## src/rtl/flash_playback_ctrl_if.sv

```systemverilog
// Command and status bundle between the keyboard decoder, flash reader and playback controller.
// The master side issues commands and step requests; the slave side is the controller.
interface flash_playback_ctrl_if #(
    parameter int ADDR_W = 23,
    parameter int DIV_W  = 16
);
    logic              i_kb_play;
    logic              i_kb_pause;
    logic              i_kb_fwd;
    logic              i_kb_bwd;
    logic              i_kb_restart;
    logic              i_spd_up;
    logic              i_spd_down;
    logic              i_spd_reset;
    logic              i_address_inc;
    logic              i_address_dec;
    logic              i_address_rst;
    logic [ADDR_W-1:0] o_flash_address;
    logic              o_sample_tick;
    logic              o_playing;
    logic              o_direction;
    logic [DIV_W-1:0]  o_divisor;

    modport master (
        output i_kb_play, i_kb_pause, i_kb_fwd, i_kb_bwd, i_kb_restart,
        output i_spd_up, i_spd_down, i_spd_reset,
        output i_address_inc, i_address_dec, i_address_rst,
        input  o_flash_address, o_sample_tick, o_playing, o_direction, o_divisor
    );

    modport slave (
        input  i_kb_play, i_kb_pause, i_kb_fwd, i_kb_bwd, i_kb_restart,
        input  i_spd_up, i_spd_down, i_spd_reset,
        input  i_address_inc, i_address_dec, i_address_rst,
        output o_flash_address, o_sample_tick, o_playing, o_direction, o_divisor
    );
endinterface

```

## src/rtl/flash_playback_ctrl.sv

```systemverilog
// Flash audio playback sequencer: owns the flash word address, sample-rate tick, play state and speed.
// Define PLAYBACK_LOOP_EN to wrap the address at the image ends instead of stopping playback.
module flash_playback_ctrl #(
    parameter int                ADDR_W      = 23,
    parameter logic [ADDR_W-1:0] LAST_ADDR   = 23'h7FFFF,
    parameter int                DIV_W       = 16,
    parameter logic [DIV_W-1:0]  DIV_DEFAULT = 16'd1136,
    parameter logic [DIV_W-1:0]  DIV_STEP    = 16'd64,
    parameter logic [DIV_W-1:0]  DIV_MIN     = 16'd284,
    parameter logic [DIV_W-1:0]  DIV_MAX     = 16'd4544
) (
    input  logic                 clk,
    input  logic                 rst,
    flash_playback_ctrl_if.slave bus
);

    typedef enum logic [0:0] {
        ST_PAUSE = 1'b0,
        ST_PLAY  = 1'b1
    } state_e;

    localparam logic [ADDR_W-1:0] ADDR_ZERO    = {ADDR_W{1'b0}};
    localparam logic [ADDR_W-1:0] ADDR_ONE     = {{(ADDR_W-1){1'b0}}, 1'b1};
    localparam logic [DIV_W-1:0]  DIV_ZERO     = {DIV_W{1'b0}};
    localparam logic [DIV_W-1:0]  DIV_ONE      = {{(DIV_W-1){1'b0}}, 1'b1};
    localparam logic [DIV_W:0]    DIV_DN_LIMIT = {1'b0, DIV_MIN} + {1'b0, DIV_STEP};

    state_e             r_state;
    state_e             w_state_nxt;
    logic [ADDR_W-1:0]  r_addr;
    logic [ADDR_W-1:0]  w_addr_nxt;
    logic [ADDR_W-1:0]  w_start;
    logic               w_step;
    logic               w_toward_last;
    logic               w_hit_end;
    logic               r_dir;
    logic [DIV_W-1:0]   r_div;
    logic [DIV_W-1:0]   w_div_nxt;
    logic [DIV_W:0]     w_div_sum;
    logic [DIV_W-1:0]   r_count;
    logic               r_tick;

    // Play/pause state register
    always_ff @(posedge clk or negedge rst) begin
        if (!rst) begin
            r_state <= ST_PAUSE;
        end else begin
            r_state <= w_state_nxt;
        end
    end

    // Next state: pause and an unlooped end-of-image both override play
    always_comb begin
        w_state_nxt = r_state;
        case (r_state)
            ST_PAUSE: begin
                if (bus.i_kb_play && !bus.i_kb_pause && !w_hit_end) begin
                    w_state_nxt = ST_PLAY;
                end else begin
                    w_state_nxt = ST_PAUSE;
                end
            end
            ST_PLAY: begin
                if (bus.i_kb_pause || w_hit_end) begin
                    w_state_nxt = ST_PAUSE;
                end else begin
                    w_state_nxt = ST_PLAY;
                end
            end
            default: w_state_nxt = ST_PAUSE;
        endcase
    end

    // Next address: restart/reader reset, then a single step in or against the playback direction
    always_comb begin
        w_addr_nxt    = r_addr;
        w_hit_end     = 1'b0;
        w_start       = r_dir ? ADDR_ZERO : LAST_ADDR;
        w_step        = bus.i_address_inc ^ bus.i_address_dec;
        w_toward_last = (bus.i_address_inc & r_dir) | (bus.i_address_dec & ~r_dir);
        if (bus.i_kb_restart || bus.i_address_rst) begin
            w_addr_nxt = w_start;
        end else if (w_step && w_toward_last) begin
            if (r_addr == LAST_ADDR) begin
`ifdef PLAYBACK_LOOP_EN
                w_addr_nxt = ADDR_ZERO;
`else
                w_hit_end  = 1'b1;
`endif
            end else begin
                w_addr_nxt = r_addr + ADDR_ONE;
            end
        end else if (w_step) begin
            if (r_addr == ADDR_ZERO) begin
`ifdef PLAYBACK_LOOP_EN
                w_addr_nxt = LAST_ADDR;
`else
                w_hit_end  = 1'b1;
`endif
            end else begin
                w_addr_nxt = r_addr - ADDR_ONE;
            end
        end else begin
            w_addr_nxt = r_addr;
        end
    end

    // Address and direction registers
    always_ff @(posedge clk or negedge rst) begin
        if (!rst) begin
            r_addr <= ADDR_ZERO;
            r_dir  <= 1'b1;
        end else begin
            r_addr <= w_addr_nxt;
            if (bus.i_kb_fwd && !bus.i_kb_bwd) begin
                r_dir <= 1'b1;
            end else if (bus.i_kb_bwd && !bus.i_kb_fwd) begin
                r_dir <= 1'b0;
            end else begin
                r_dir <= r_dir;
            end
        end
    end

    // Next divisor: reset wins, opposing commands cancel, results saturate at the limits
    always_comb begin
        w_div_nxt = r_div;
        w_div_sum = {1'b0, r_div} + {1'b0, DIV_STEP};
        if (bus.i_spd_reset) begin
            w_div_nxt = DIV_DEFAULT;
        end else if (bus.i_spd_up && !bus.i_spd_down) begin
            if ({1'b0, r_div} >= DIV_DN_LIMIT) begin
                w_div_nxt = r_div - DIV_STEP;
            end else begin
                w_div_nxt = DIV_MIN;
            end
        end else if (bus.i_spd_down && !bus.i_spd_up) begin
            if (w_div_sum > {1'b0, DIV_MAX}) begin
                w_div_nxt = DIV_MAX;
            end else begin
                w_div_nxt = w_div_sum[DIV_W-1:0];
            end
        end else begin
            w_div_nxt = r_div;
        end
    end

    // Divisor register
    always_ff @(posedge clk or negedge rst) begin
        if (!rst) begin
            r_div <= DIV_DEFAULT;
        end else begin
            r_div <= w_div_nxt;
        end
    end

    // Sample divider: >= so a divisor shrunk below the running count still fires promptly
    always_ff @(posedge clk or negedge rst) begin
        if (!rst) begin
            r_count <= DIV_ZERO;
            r_tick  <= 1'b0;
        end else if (r_state == ST_PLAY) begin
            if (r_count >= (r_div - DIV_ONE)) begin
                r_count <= DIV_ZERO;
                r_tick  <= 1'b1;
            end else begin
                r_count <= r_count + DIV_ONE;
                r_tick  <= 1'b0;
            end
        end else begin
            r_count <= r_count;
            r_tick  <= 1'b0;
        end
    end

    assign bus.o_flash_address = r_addr;
    assign bus.o_sample_tick   = r_tick;
    assign bus.o_playing       = (r_state == ST_PLAY);
    assign bus.o_direction     = r_dir;
    assign bus.o_divisor       = r_div;

endmodule

```

## src/flat_wrapper.sv

```systemverilog
// flat-port wrapper written by rule: the top's interface ports become plain ports
module flash_playback_ctrl_flat 
#(
    parameter int                ADDR_W      = 23,
    parameter logic [ADDR_W-1:0] LAST_ADDR   = 23'h7FFFF,
    parameter int                DIV_W       = 16,
    parameter logic [DIV_W-1:0]  DIV_DEFAULT = 16'd1136,
    parameter logic [DIV_W-1:0]  DIV_STEP    = 16'd64,
    parameter logic [DIV_W-1:0]  DIV_MIN     = 16'd284,
    parameter logic [DIV_W-1:0]  DIV_MAX     = 16'd4544
)
  (clk, rst, bus_i_kb_play, bus_i_kb_pause, bus_i_kb_fwd, bus_i_kb_bwd, bus_i_kb_restart, bus_i_spd_up, bus_i_spd_down, bus_i_spd_reset, bus_i_address_inc, bus_i_address_dec, bus_i_address_rst, bus_o_flash_address, bus_o_sample_tick, bus_o_playing, bus_o_direction, bus_o_divisor);
  flash_playback_ctrl_if #(.ADDR_W(ADDR_W), .DIV_W(DIV_W)) bus_i ();
  input  logic clk;
  input  logic rst;
  input wire logic [$bits(bus_i.i_kb_play)-1:0] bus_i_kb_play;
  input wire logic [$bits(bus_i.i_kb_pause)-1:0] bus_i_kb_pause;
  input wire logic [$bits(bus_i.i_kb_fwd)-1:0] bus_i_kb_fwd;
  input wire logic [$bits(bus_i.i_kb_bwd)-1:0] bus_i_kb_bwd;
  input wire logic [$bits(bus_i.i_kb_restart)-1:0] bus_i_kb_restart;
  input wire logic [$bits(bus_i.i_spd_up)-1:0] bus_i_spd_up;
  input wire logic [$bits(bus_i.i_spd_down)-1:0] bus_i_spd_down;
  input wire logic [$bits(bus_i.i_spd_reset)-1:0] bus_i_spd_reset;
  input wire logic [$bits(bus_i.i_address_inc)-1:0] bus_i_address_inc;
  input wire logic [$bits(bus_i.i_address_dec)-1:0] bus_i_address_dec;
  input wire logic [$bits(bus_i.i_address_rst)-1:0] bus_i_address_rst;
  output wire logic [$bits(bus_i.o_flash_address)-1:0] bus_o_flash_address;
  output wire logic [$bits(bus_i.o_sample_tick)-1:0] bus_o_sample_tick;
  output wire logic [$bits(bus_i.o_playing)-1:0] bus_o_playing;
  output wire logic [$bits(bus_i.o_direction)-1:0] bus_o_direction;
  output wire logic [$bits(bus_i.o_divisor)-1:0] bus_o_divisor;
  assign bus_i.i_kb_play = bus_i_kb_play;
  assign bus_i.i_kb_pause = bus_i_kb_pause;
  assign bus_i.i_kb_fwd = bus_i_kb_fwd;
  assign bus_i.i_kb_bwd = bus_i_kb_bwd;
  assign bus_i.i_kb_restart = bus_i_kb_restart;
  assign bus_i.i_spd_up = bus_i_spd_up;
  assign bus_i.i_spd_down = bus_i_spd_down;
  assign bus_i.i_spd_reset = bus_i_spd_reset;
  assign bus_i.i_address_inc = bus_i_address_inc;
  assign bus_i.i_address_dec = bus_i_address_dec;
  assign bus_i.i_address_rst = bus_i_address_rst;
  assign bus_o_flash_address = bus_i.o_flash_address;
  assign bus_o_sample_tick = bus_i.o_sample_tick;
  assign bus_o_playing = bus_i.o_playing;
  assign bus_o_direction = bus_i.o_direction;
  assign bus_o_divisor = bus_i.o_divisor;
  flash_playback_ctrl #(.ADDR_W(ADDR_W), .LAST_ADDR(LAST_ADDR), .DIV_W(DIV_W), .DIV_DEFAULT(DIV_DEFAULT), .DIV_STEP(DIV_STEP), .DIV_MIN(DIV_MIN), .DIV_MAX(DIV_MAX)) u_core (.clk(clk), .rst(rst), .bus(bus_i));
endmodule
```

## config.mk

```make
export PLATFORM = sky130hd
export DESIGN_NAME = flash_playback_ctrl_flat
export DESIGN_NICKNAME = d
export VERILOG_FILES = /design/src/rtl/flash_playback_ctrl_if.sv /design/src/rtl/flash_playback_ctrl.sv /design/src/flat_wrapper.sv
export SDC_FILE = /design/constraint.sdc
export NUM_CORES = 1
export LEC_CHECK = 0
export BUFFER_PORTS_ARGS = -buffer_cell sky130_fd_sc_hd__buf_4
export CORE_UTILIZATION = 64
export CTS_CLUSTER_DIAMETER = 80
export DETAILED_ROUTE_END_ITERATION = 6
export PLACE_DENSITY = 0.86
export SYNTH_ARGS = -nofsm -noshare
export SYNTH_HDL_FRONTEND = slang
export SYNTH_SLANG_ARGS = --single-unit
```

## constraint.sdc

```tcl
create_clock -name clk -period 8.9 [get_ports clk]
set_input_delay 1.335 -clock clk [delete_from_list [all_inputs] [get_ports clk]]
set_output_delay 1.335 -clock clk [all_outputs]
set_load 0.05 [all_outputs]
```

==> results by group, run 1 <==
STA
  – Slew headroom: 0.292
  – Period utilisation layout: 0.517
  – Final Max Slew Viols: 0
  – Post-layout minimum cycle time: 4.60 ns
  – Final Hold Viols: 0
  – Setup TNS: 0 ns
  – Worst-Margin Slew: 1.06 ns
  – Setup violations, final: 0
  – Hold Slack: 0.575 ns
  – Setup Skew: ~0.012 ns
  – RSZ-0062 raised after global routing: false
  – FMAX: around 0.22 GHz

Floorplanning
  – Core ar.: 6940 um^2
  – Die area: 7660 um^2
  – Die Y: about 90 um
  – Std-Cell Rows: 30
  – Initial Util: 0.674
  – Die Wd: 87.5 um
  – I/O pin cnt: 55

Clocking
  – CTS sink count: 55
  – Root buffer cell: clkbuf_8
  – H-Tree Depth: 2
  – Clock Latency Late Sink: around 0.32 ns
  – Post-CTS resize count: 0
  – Post-cts hold buffer count: 0
  – CTS Buf Count: 5
  – Clk buf depth: 2
  – CTS tree: yes
  – Setup Buffers After CTS: 0
  – Worst-path clk slew: 0.11 ns

Job
  – Number of max-cap violations: 0

Synthesis
  – Yosys top cell area share: 0.267
  – Asr flop ratio synth: 1.00
  – Post-Syn Instances: 552
  – Post-synthesis sequential area ratio: 0.295
  – Synth top area cells: dfrtp_1 (27%), ha_1 (12%), a21oi_1 (6.8%)
  – Post-synth top area cell: dfrtp_1
  – Most frequent cells after synthesis: a21oi_1 (64), dfrtp_1 (50), nand2_1 (50)
  – Main synth FF type: dfrtp_1
  – Synthesized area: roughly 4700 um^2
  – Synth warn: 0
  – Synth Register Bits: 55
  – Avg Synthesized Cell Area: between 8 and 9 um^2
  – Post-synth cell types: 66
  – Number of synthesized flops with an enable pin: 0
  – Most common cell in the synthesized netlist: a21oi_1

GRT
  – First-pass GRT wire length: 18.5 mm
  – Largest net degree at the start of global routing: 56
  – Initial antenna violation count: 0
  – Grt ovf: 0
  – Vias in the first global route: 3936
  – Overall Global Routing Usage: 0.307

Pwr
  – Static Leak: 2.25 nW
  – VDD IR max: 0.000158 V
  – Cell Pwr Density: 246 nW/um^2
  – Design Power: 1.26 mW

Finish
  – Nets: 648
  – Fill cell count: 537
  – Final Util: 0.736
  – Syn-to-layout area delta: 9.20%
  – # diodes: 0
  – Proportion of layout cells with a drive suffix above 1: 0.137

Critical path
  – Critical Path RT: 9.14 ns
  – Critical Path End Type: flip-flop
  – WS Path Type: in2reg
  – Max Fanout on Critical Path: 23
  – CP Launch Type: input port
  – Crit path DAT: 4.84 ns

Detailed routing
  – Via-to-Cell Ratio: about 6.3
  – Initial DRC Count: 220
  – Routed WL: 11.2 mm
  – DRC viols: 0
  – Antenna viol nets, final: 0
  – WL/cell: 16.4 um
  – Drt pass-1 iters: 4
  – DR vias: about 4300

Hold path
  – Hold WC Path Type: reg2reg

Place
  – DP HPWL: 8.50 mm
  – Port Buffers: 52
  – GP Congestion: 0.955

Status
  – Run status: complete, no violations
[kinds of logic after synthesis]
group | after synthesis | share of synthesized area
AOI/OAI and AO/OA | 158 | 0.215
and+or+nand+nor | 207 | 0.223
DFF | 55 | 0.295
buffers and inverters | 39 | 0.0521
adders and majority gates | 46 | 0.125
xor gates and xnor gates | 37 | 0.0692
other | 1 | 0.000801
muxes | 9 | 0.0198
[final timing paths]
path | startpoint | slack (ns) | cells after the start | to
setup / recovery | bus_i_address_inc | 4.30 | 12 | u_core.bus.o_flash_address[16]
hold / removal | u_core.bus.o_divisor[5] | 0.57 | 1 | u_core.bus.o_divisor[5]
setup reg to reg | u_core.bus.o_direction | 4.90 | 11 | u_core.bus.o_flash_address[16]
hold reg to reg | u_core.bus.o_divisor[5] | 0.57 | 1 | u_core.bus.o_divisor[5]
max in group asynchronous | rst | 7.39 | 1 | u_core.bus.o_flash_address[5]
min in group asynchronous | rst | 1.05 | 1 | u_core.bus.o_flash_address[16]
[state kept, by name, indices dropped and copies added, names as in the netlist]
register,flops
u_core.bus.o_direction,1
u_core.bus.o_playing,1
u_core.bus.o_divisor,13
u_core.bus.o_sample_tick,1
u_core.bus.o_flash_address,23
u_core.r_count,16
[metal layers]
| metal | share of wire | track usage |
|---|---|---|
| met5 | 0 | 0 |
| met4 | 0.018 | 0.0969 |
| met3 | 0.068 | 0.0512 |
| met2 | 0.47 | 0.496 |
| met1 | 0.45 | 0.422 |
[cells in the final DEF, fill, tap and decap left out, types with 14 or more instances in the layout]
cell type | synthesis | routed
a21oi_1 | 64 | 64
buf_4 | 3 | 53
dfrtp_1 | 50 | 50
ha_1 | 45 | 45
inv_1 | 14 | 14
nand2_1 | 50 | 50
nand3_1 | 26 | 26
nor2_1 | 49 | 49
o21ai_0 | 26 | 26
xnor2_1 | 18 | 18
xor2_1 | 19 | 19
[critical path: stages]
cell,delay [ns]
buf_4,0.12
nand2b_1,0.13
o22ai_1,0.33
inv_1,0.49
fa_1,0.59
a211oi_1,0.34
or4_1,0.19
nand2_1,0.07
o21ai_0,0.28
a21boi_0,0.16
or4_2,0.56
a41oi_1,0.22
[report_power, final]
group	leakage (nW)	internal, mW	switching [mW]
clock	0.0463	0.0581	0.0931
sequential	0.669	0.310	0.103
combinational	1.53	0.270	0.424
[final cells by class]
class	count	area, um^2	area share
multi-input combinational	460	3060	0.599
sequential	55	1380	0.271
timing repair buffer	53	398	0.0778
tap	96	120	0.0235
clock buffer	5	68.8	0.0135
inverter	14	52.6	0.0103
clock inverter	3	27.5	0.00539
[metrics by stage]
| stage | instances | setup WS [ns] | instance area (um^2) |
|---|---|---|---|
| final | 686 | 4.30 | 5110 |
| after global routing | 686 | 3.89 | 5110 |
| after CTS | 686 | 4.31 | 5110 |
| after detailed placement | 678 | 3.98 | 5010 |
| after global placement | 678 | 4.06 | 5010 |
| after floorplan | 554 | 4.66 | 4690 |
(Power assumes the default switching activity.)
==> run 2, diff against run 1 <==
CORE_UTILIZATION = 54   (was 64)
PLACE_DENSITY = 0.78   (was 0.86)
clock period = 3.9 ns   (was 8.9 ns; I/O delays follow)
==> run 2 against run 1 <==
Against the previous run:
- via count shrank 0.49%
- clock power increased by 120%
- global-route usage down 3.8 points
- sequential share of layout area is 0.17 points lower
- flip-flop and latch count unchanged
- count of clock-buffer cells in the layout is the same
- total power up 130%
- cell count grew 1.9%
- worst setup slack lost 3.9 ns
- first-iteration DRC count down 40%
- clock skew grew 0.0020 ns
- sequential power up 130%
- largest cell class unchanged
==> results by group, run 2 (synthesis results as in run 1) <==
STA
  – Slew headroom: 0.307 (was 0.292)
  – Worst-Margin Slew: 1.04 ns (was 1.06 ns)
  – Final Hold Viols: 0 (unchanged)
  – Setup Skew: 0.0140 ns (was 0.0120 ns)
  – Final Max Slew Viols: 0 (unchanged)
  – FMAX: 0.287 GHz
  – Post-layout minimum cycle time: 3.48 ns
  – Period utilisation layout: 0.892
  – RSZ-0062 raised after global routing: false (unchanged)
  – Setup violations, final: 0 (unchanged)
  – Setup TNS: 0 ns (unchanged)
  – Final Worst Setup Slack: 0.421 ns (was 4.30 ns)

Finish
  – Cell Count, Final, Fillers Out: 699 (was 686)
  – Most frequent cells in the layout: a21oi_1 (64), buf_4 (57), nand2_1 (50), dfrtp_1 (50), nor2_1 (49) (was a21oi_1 (64), buf_4 (53), nand2_1 (50), dfrtp_1 (50), nor2_1 (49))
  – Final Util: 0.620 (was 0.736)
  – Proportion of layout cells with a drive suffix above 1: 0.145 (was 0.137)
  – Commonest non-fill, non-tap cell in the layout: a21oi_1 (unchanged)
  – Max reg flops: 23 (unchanged)
  – # diodes: 0 (unchanged)
  – Syn-to-layout area delta: 9.89% (was 9.20%)
  – Nets: 652 (was 648)
  – Final design area excluding fillers: 5140 um^2 (was 5110 um^2)

Floorplanning
  – Die area: 9040 um^2 (was 7660 um^2)
  – Core ar.: 8300 um^2 (was 6940 um^2)
  – I/O pin cnt: 55 (unchanged)
  – Initial Util: 0.564 (was 0.674)
  – Die Y: 95.1 um (was 87.5 um)
  – Die Wd: 95.1 um (was 87.5 um)
  – Std-Cell Rows: 33 (was 30)

Hold path
  – Hold WC Path Type: in2async (was reg2reg)

Critical path
  – CP Launch Type: flip-flop (was input port)
  – Critical Path End Type: flip-flop (unchanged)
  – WS Path Type: reg2reg (was in2reg)
  – Critical Path RT: 4.13 ns (was 9.14 ns)
  – Max Fanout on Critical Path: 15 (was 23)
  – Crit path DAT: 3.71 ns (was 4.84 ns)
  – R2R depth: 11 (unchanged)

Clocking
  – H-Tree Depth: 2 (unchanged)
  – Clock Latency Late Sink: 0.32 ns (about the same)
  – CTS sink count: 55 (unchanged)
  – CTS tree: yes (unchanged)
  – Root buffer cell: clkbuf_8 (unchanged)
  – Worst-path clk slew: 0.11 ns (about the same)
  – CTS Buf Count: 5 (unchanged)
  – Clk buf depth: 2 (unchanged)
  – Setup Buffers After CTS: 0 (unchanged)

Detailed routing
  – WL/cell: 16.2 um (was 16.4 um)
  – Routed WL: 11.3 mm (was 11.2 mm)
  – Via-to-Cell Ratio: 6.15 (was 6.29)
  – DR vias: 4296 (was 4317)
  – Initial DRC Count: 132 (was 220)
  – Drt pass-1 iters: 5 (was 4)
  – DRC viols: 0 (unchanged)
  – Antenna viol nets, final: 0 (unchanged)

Place
  – Port Buffers: 52 (unchanged)
  – Placed inst area: 5060 um^2 (was 5010 um^2)
  – Dpl ws: 0.111 ns (was 3.98 ns)
  – GP Congestion: 0.932 (was 0.955)
  – Placed insts: 691 (was 678)
  – DP HPWL: 8.57 mm (was 8.50 mm)

Pwr
  – Cell Pwr Density: 557 nW/um^2 (was 246 nW/um^2)
  – Static Leak: 2.27 nW (was 2.25 nW)
  – VDD IR max: 0.000256 V (was 0.000158 V)

Status
  – Run status: complete, no violations (unchanged)

Job
  – Number of max-cap violations: 0 (unchanged)

GRT
  – Overall Global Routing Usage: 0.269 (was 0.307)
  – Grt ovf: 0 (unchanged)
  – Largest net degree at the start of global routing: 56 (unchanged)
  – First-pass GRT wire length: 19.3 mm (was 18.5 mm)
  – Vias in the first global route: 4021 (was 3936)
  – Initial antenna violation count: 0 (unchanged)
[run 2: cell types whose count changed in the layout (fill, tap and decap cells not counted), sizes merged]
cell | before | now
buf | 53 | 57
clkinv | 1 | 2
clkinvlp | 1 | 0
[run 2: what timing repair did]
item                                   in CTS  in global routing
endpoints found under the hold margin       0                  0
resized for setup                           0                  1
setup endpoints to repair                   0                  1
hold buffers                                0                  0
[run 2: path summary, 6_finish.rpt]
kind / start / endpoint / slack, ns
worst max-delay path: u_core.bus.o_direction / u_core.bus.o_flash_address[16] / 0.42
worst min-delay path: rst / u_core.r_count[9] / 0.29
worst max register to register: u_core.bus.o_direction / u_core.bus.o_flash_address[16] / 0.42
worst min register to register: u_core.bus.o_divisor[5] / u_core.bus.o_divisor[5] / 0.57
max in group asynchronous: rst / u_core.bus.o_flash_address[7] / 3.11
min in group clk: bus_i_kb_pause / u_core.bus.o_playing / 0.42
[run 2: cell type report]
type                    instances  area, um^2
repair buffers                 57         428
flip-flops and latches         55        1380
multi-input cells             460        3060
well taps                     105         131
inverters                      14        52.6
fillers                       727        3160
clock buffers                   5        68.8
clock inverters                 3        18.8
[run 2: critical path, stage by stage, from the launching register on]
cell and delay (ns):
dfstp_2 0.60, nand2_1 0.07, o22ai_1 0.22, inv_2 0.20, ha_1 0.41, a21oi_1 0.16, o21ai_0 0.13, a2111o_1 0.38
o21ai_0 0.29, a21boi_0 0.17, or4_2 0.54, a41oi_1 0.22
[run 2: per-layer routing]
layer | vias up | track usage | wire (um)
li1 | 2103 | - | -
met1 | 2031 | 0.364 | 5250
met2 | 135 | 0.435 | 5230
met3 | 27 | 0.0455 | 567
met4 | 0 | 0.0859 | 253
met5 | - | 0 | 0
[run 2: power breakdown]
group	leakage (nW)	internal, mW	total (mW)	switching (mW)
Sequential	0.669	0.707	0.940	0.233
Combinational	1.55	0.632	1.60	0.965
Clock	0.0483	0.127	0.330	0.202
[run 2: stage by stage]
step | hold WS, ns | power [mW]
floorplan | 0.289 | 2.13
global placement | 0.528 | 2.47
detailed placement | 0.557 | 2.53
CTS | 0.328 | 2.87
global route | 0.346 | 3.09
finish | 0.294 | 2.87
